File: config.mk
export PLATFORM = sky130hd
export DESIGN_NAME = router_switch_alloc_4port
export DESIGN_NICKNAME = d
export VERILOG_FILES = /design/src/rtl/router_switch_alloc_4port.sv
export SDC_FILE = /design/constraint.sdc
export NUM_CORES = 1
export LEC_CHECK = 0
export ABC_AREA = 1
export CORE_MARGIN = 3
export CORE_UTILIZATION = 52
export DETAILED_ROUTE_END_ITERATION = 12
export HOLD_SLACK_MARGIN = 0.06
export PLACE_DENSITY_LB_ADDON = 0.05
export SLEW_MARGIN = 20
export SYNTH_ARGS = -nofsm -noshare
export SYNTH_HDL_FRONTEND = slang
export SYNTH_SLANG_ARGS = --single-unit
File: constraint.sdc
create_clock -name clk -period 5.02 [get_ports clk]
set_input_delay 0.502 -clock clk [delete_from_list [all_inputs] [get_ports clk]]
set_output_delay 0.502 -clock clk [all_outputs]
set_load 0.02 [all_outputs]
File: src/rtl/router_switch_alloc_4port.sv
// Wormhole switch allocator for the 4-port mesh router: per-output round-robin
// arbitration, head-to-tail locking, crossbar select and flit handshakes.
`ifndef EMPTY
`define EMPTY          3'd0
`endif
`ifndef OUT_LOCAL_PORT
`define OUT_LOCAL_PORT 3'd1
`endif
`ifndef OUT_X1_PORT
`define OUT_X1_PORT    3'd2
`endif
`ifndef OUT_X2_PORT
`define OUT_X2_PORT    3'd3
`endif
`ifndef OUT_Y1_PORT
`define OUT_Y1_PORT    3'd4
`endif

module router_switch_alloc_4port (
    input  logic        clk,
    input  logic        rst,
    input  logic [3:0]  in_valid,
    input  logic [11:0] in_port,
    input  logic [3:0]  in_tail,
    input  logic [3:0]  out_ready,
    output logic [3:0]  in_ready,
    output logic [3:0]  out_valid,
    output logic [7:0]  out_sel,
    output logic [3:0]  out_busy
);

    logic [3:0] locked;
    logic [1:0] owner [4];
    logic [1:0] rr    [4];
    logic [3:0] is_owner;
    logic [3:0] req   [4];
    logic [2:0] grant [4];

    // Returns {hit, output index}; EMPTY and undefined codes never hit.
    function automatic logic [2:0] decode_port(input logic [2:0] code);
        case (code)
            `OUT_LOCAL_PORT: return 3'b100;
            `OUT_X1_PORT:    return 3'b101;
            `OUT_X2_PORT:    return 3'b110;
            `OUT_Y1_PORT:    return 3'b111;
            default:         return 3'b000;
        endcase
    endfunction

    // Returns {found, winner}; the requester closest to ptr (inclusive) wins.
    function automatic logic [2:0] rr_pick(input logic [3:0] r, input logic [1:0] ptr);
        logic [1:0] idx;
        rr_pick = 3'b000;
        for (int k = 3; k >= 0; k--) begin
            idx = ptr + 2'(k);
            if (r[idx]) rr_pick = {1'b1, idx};
        end
    endfunction

    always_comb begin
        is_owner = '0;
        for (int o = 0; o < 4; o++)
            if (locked[o]) is_owner[owner[o]] = 1'b1;
    end

    always_comb begin
        logic [2:0] dec;
        dec = '0;
        for (int o = 0; o < 4; o++) begin
            req[o] = '0;
            for (int i = 0; i < 4; i++) begin
                dec = decode_port(in_port[3*i +: 3]);
                if (in_valid[i] && !is_owner[i] && dec[2] && dec[1:0] == 2'(o))
                    req[o][i] = 1'b1;
            end
            grant[o] = rr_pick(req[o], rr[o]);
        end
    end

    // Handshakes depend only on lock state and valid/ready, never on in_port.
    always_comb begin
        in_ready  = '0;
        out_valid = '0;
        out_sel   = '0;
        out_busy  = '0;
        for (int o = 0; o < 4; o++) begin
            if (locked[o]) begin
                out_valid[o]       = in_valid[owner[o]];
                out_busy[o]        = 1'b1;
                out_sel[2*o +: 2]  = owner[o];
                in_ready[owner[o]] = out_ready[o];
            end
        end
    end

    always_ff @(posedge clk) begin
        if (rst) begin
            locked <= '0;
            for (int o = 0; o < 4; o++) begin
                owner[o] <= '0;
                rr[o]    <= '0;
            end
        end else begin
            for (int o = 0; o < 4; o++) begin
                if (locked[o]) begin
                    if (in_valid[owner[o]] && out_ready[o] && in_tail[owner[o]])
                        locked[o] <= 1'b0;
                end else if (grant[o][2]) begin
                    locked[o] <= 1'b1;
                    owner[o]  <= grant[o][1:0];
                    rr[o]     <= grant[o][1:0] + 2'd1;
                end
            end
        end
    end

endmodule

==> results.sh <==
export IMPL_first_pass_iters=5
export IMPL_final_max_slew_violation_count=0
export IMPL_reg2regPathDepth=16
export IMPL_grtUsageMet2_pct=40.0
export IMPL_synth_largest_area_cell="nand2_1"
export IMPL_grt_overflow=0
export IMPL_switching_share_pct=52.5
export IMPL_postRouteAntennaNets=0
export IMPL_synth_edf_count=16
export IMPL_p_per_area_nw_per_um2=457
export IMPL_p_clk_share_pct=7.7
export IMPL_seq_area_frac_synth_pct=21.9
export IMPL_hold_buffers=0
export IMPL_viasPerCell=5.28
export IMPL_holdPathStages=2
export IMPL_final_hold_violation_count=0
export IMPL_synth_area_um2=2560
export IMPL_grtUsageMet1_pct=32.9
export IMPL_place_hpwl_um=5710
export IMPL_utilization_pct=68.2
export IMPL_first_global_vias=2659
export IMPL_clk_pin_slew_worst_paths_ps=80
export IMPL_cp_common_cell="clkdlybuf4s50_1"
export IMPL_cts_buffer_depth=2
export IMPL_use_met3_pct=2.48
export IMPL_initial_core_util_pct=56.4
export IMPL_gp_congestion=0.956
export IMPL_wl_um=6940
export IMPL_num_vias=2867
export IMPL_synth_ff_type="edfxtp_1"
export IMPL_ys_types=42
export IMPL_p_seq_share_pct=27.7
export IMPL_grt_antenna_before_repair=0
export IMPL_critical_path_class="input port to output pin"
export IMPL_yosysTopAreaCellShare_pct=19.7
export IMPL_antenna_cells=0
export IMPL_period_share_pct=54.3
export IMPL_hold_class="flip-flop to flip-flop"
export IMPL_endpoint_kind="output pin"
export IMPL_pwr_share_comb_pct=64.5
export IMPL_cp_depth=5
export IMPL_final_common_cell="nand2_1"
export IMPL_whs_ps=605
export IMPL_grt_pass1_wl_um=11900
export IMPL_synthArstFlopShare_pct=0
export IMPL_crit_chain="clkdlybuf4s50_1 > inv_1 > o221a_2 > o22ai_1 > clkdlybuf4s50_1"
export IMPL_crit_required_ps=4520
export IMPL_cpLargestDelayFamily="buffers and inverters"
export IMPL_post_cts_buffers=0
export IMPL_grt_max_degree=14
export IMPL_cts_sinks=20
export IMPL_post_route_min_period_ps=2730
export IMPL_fp_dieW_um=76.1
export IMPL_die_y_um=76.1
export IMPL_fin_skew_ps=1.99
export IMPL_ir_worst_vdd_mv=0.292
export IMPL_leakagePower_nw=1.57
export IMPL_final_layout_size_suffix_gt1_share_pct=9.83
export IMPL_status="complete, no violations"
export IMPL_cts_resized=0
export IMPL_cp_slowest_cell="clkdlybuf4s50_1"
export IMPL_rsz0062_at_grt="false"
export IMPL_io_pins=46
export IMPL_synth_area_leaders="nand2_1, edfxtp_1, inv_1, nand3_1, nor2_1"
export IMPL_cpPeakStageDelay_ps=650
export IMPL_p_int_w=0.000672
export IMPL_slew_headroom_pct=72.6
export IMPL_power_switching_w=0.000743
export IMPL_htree_num_levels=1
export IMPL_cp_data_arrival_time_ps=2220
export IMPL_syn_inst=436
export IMPL_drc=0
export IMPL_avgSynthCellArea_um2=5.87
export IMPL_insertion_delay_ps=260
export IMPL_synth_warnings=0
export IMPL_synthesis_nets=462
export IMPL_cts_tree="yes"
export IMPL_wl_per_cell_um=12.8
export IMPL_total_power_w=0.00142
export IMPL_crit_path_start_kind="input port"
export IMPL_ctsRootBufferMaster="clkbuf_8"
export IMPL_gr_max_usage_layer="met2"
export IMPL_area_growth_pct=21.0
export IMPL_timing_fmax_mhz=367
export IMPL_synth_seq_cells=20
export IMPL_final_cell_mix="nand2_1, inv_1, clkdlybuf4s50_1"
export IMPL_worstMarginPinSlew_ps=408
export IMPL_rows=24
export IMPL_fill_cells=409
export IMPL_final_nets=506
export IMPL_numPortBuffers=45
export IMPL_detail_route_iter0_violations=225
export IMPL_crit_fanout=4
export IMPL_cp_buffers_inverters=3
export IMPL_grt_total_usage_pct=24.2
export IMPL_setup_tns_ps=0
export IMPL_die_area_um2=5800
export IMPL_maxCapViolCount=0
export IMPL_cts_buffers=3
export IMPL_core_area_um2=4530
export IMPL_finalSetupViolations=0
-- power groups by stage --
| stage | logic (W) | clock network, W | registers (W) |
|---|---|---|---|
| floorplan | 0.000710 | 0 | 0.000342 |
| global placement | 0.000886 | 0 | 0.000395 |
| detailed placement | 0.000901 | 0 | 0.000395 |
| CTS | 0.000906 | 0.000108 | 0.000391 |
| global route | 0.00103 | 0.000119 | 0.000409 |
| finish | 0.000913 | 0.000109 | 0.000393 |
-- tightest hold or removal path, delay by kind of cell, from the launching register on --
kind | cells | cell delay, ps
AOI/OAI and AO/OA | 1 | 130
and+or+nand+nor | 1 | 60
DFF | 1 | 380
-- area by class of cell --
class / count / area [um2] / area share (%)
inverters: 82 / 308 / 9.95
multi-input cells: 328 / 1650 / 53.4
clock buffers: 3 / 41.3 / 1.33
flip-flops and latches: 20 / 561 / 18.1
repair buffers: 45 / 450 / 14.6
well taps: 65 / 81.3 / 2.63
-- cell families (layout without fill, tap and decap cells) --
family | count (synthesis) | count (layout) | share of synthesized area [%]
and+or+nand+nor | 264 | 264 | 47.7
buffers and inverters | 88 | 130 | 13.5
xor gates and xnor gates | 4 | 4 | 1.37
AOI/OAI and AO/OA | 60 | 60 | 15.5
DFF | 20 | 20 | 21.9
-- cells in the mapped netlist, types with 3 or more instances --
| cell type | count |
|---|---|
| nand2_1 | 134 |
| inv_1 | 75 |
| nor2_1 | 43 |
| nand3_1 | 41 |
| edfxtp_1 | 16 |
| a21oi_1 | 15 |
| o21ai_0 | 13 |
| nand2_2 | 12 |
| inv_2 | 6 |
| nand3_2 | 6 |
| nand4_1 | 6 |
| nor2_2 | 6 |
| o22ai_1 | 6 |
| nor3_1 | 5 |
| o211ai_1 | 5 |
| dfxtp_1 | 4 |
| o21ai_2 | 4 |
| a31oi_1 | 3 |
| and2_4 | 3 |
| buf_4 | 3 |
| xor2_1 | 3 |
-- final timing paths --
path / slack [ps] / from / endpoint
worst max-delay path: 2290 / out_ready[1] / in_ready[3]
worst min-delay path: 610 / locked[3] / locked[3]
worst max register to register: 2770 / owner[0][0] / rr[3][1]
worst min register to register: 610 / locked[3] / locked[3]
-- metrics by stage --
stage	cells	instance area, um2	setup WS [ps]
after floorplan	436	2560	3000
after global placement	540	3050	2330
after detailed placement	540	3050	2320
after CTS	543	3090	2320
after global routing	543	3090	2190
final	543	3090	2290
-- per-layer routing --
metal / share of wire (%) / vias to the layer above
met5: 0 / -
met2: 44 / 99
met1: 47 / 1262
met3: 5.8 / 17
met4: 2.9 / 0
li1: - / 1489
-- flip-flops by register name, indices dropped and copies added, names as in the netlist --
| name | flops |
|---|---|
| owner | 8 |
| rr | 8 |
| locked | 4 |
(Power assumes the default switching activity.)
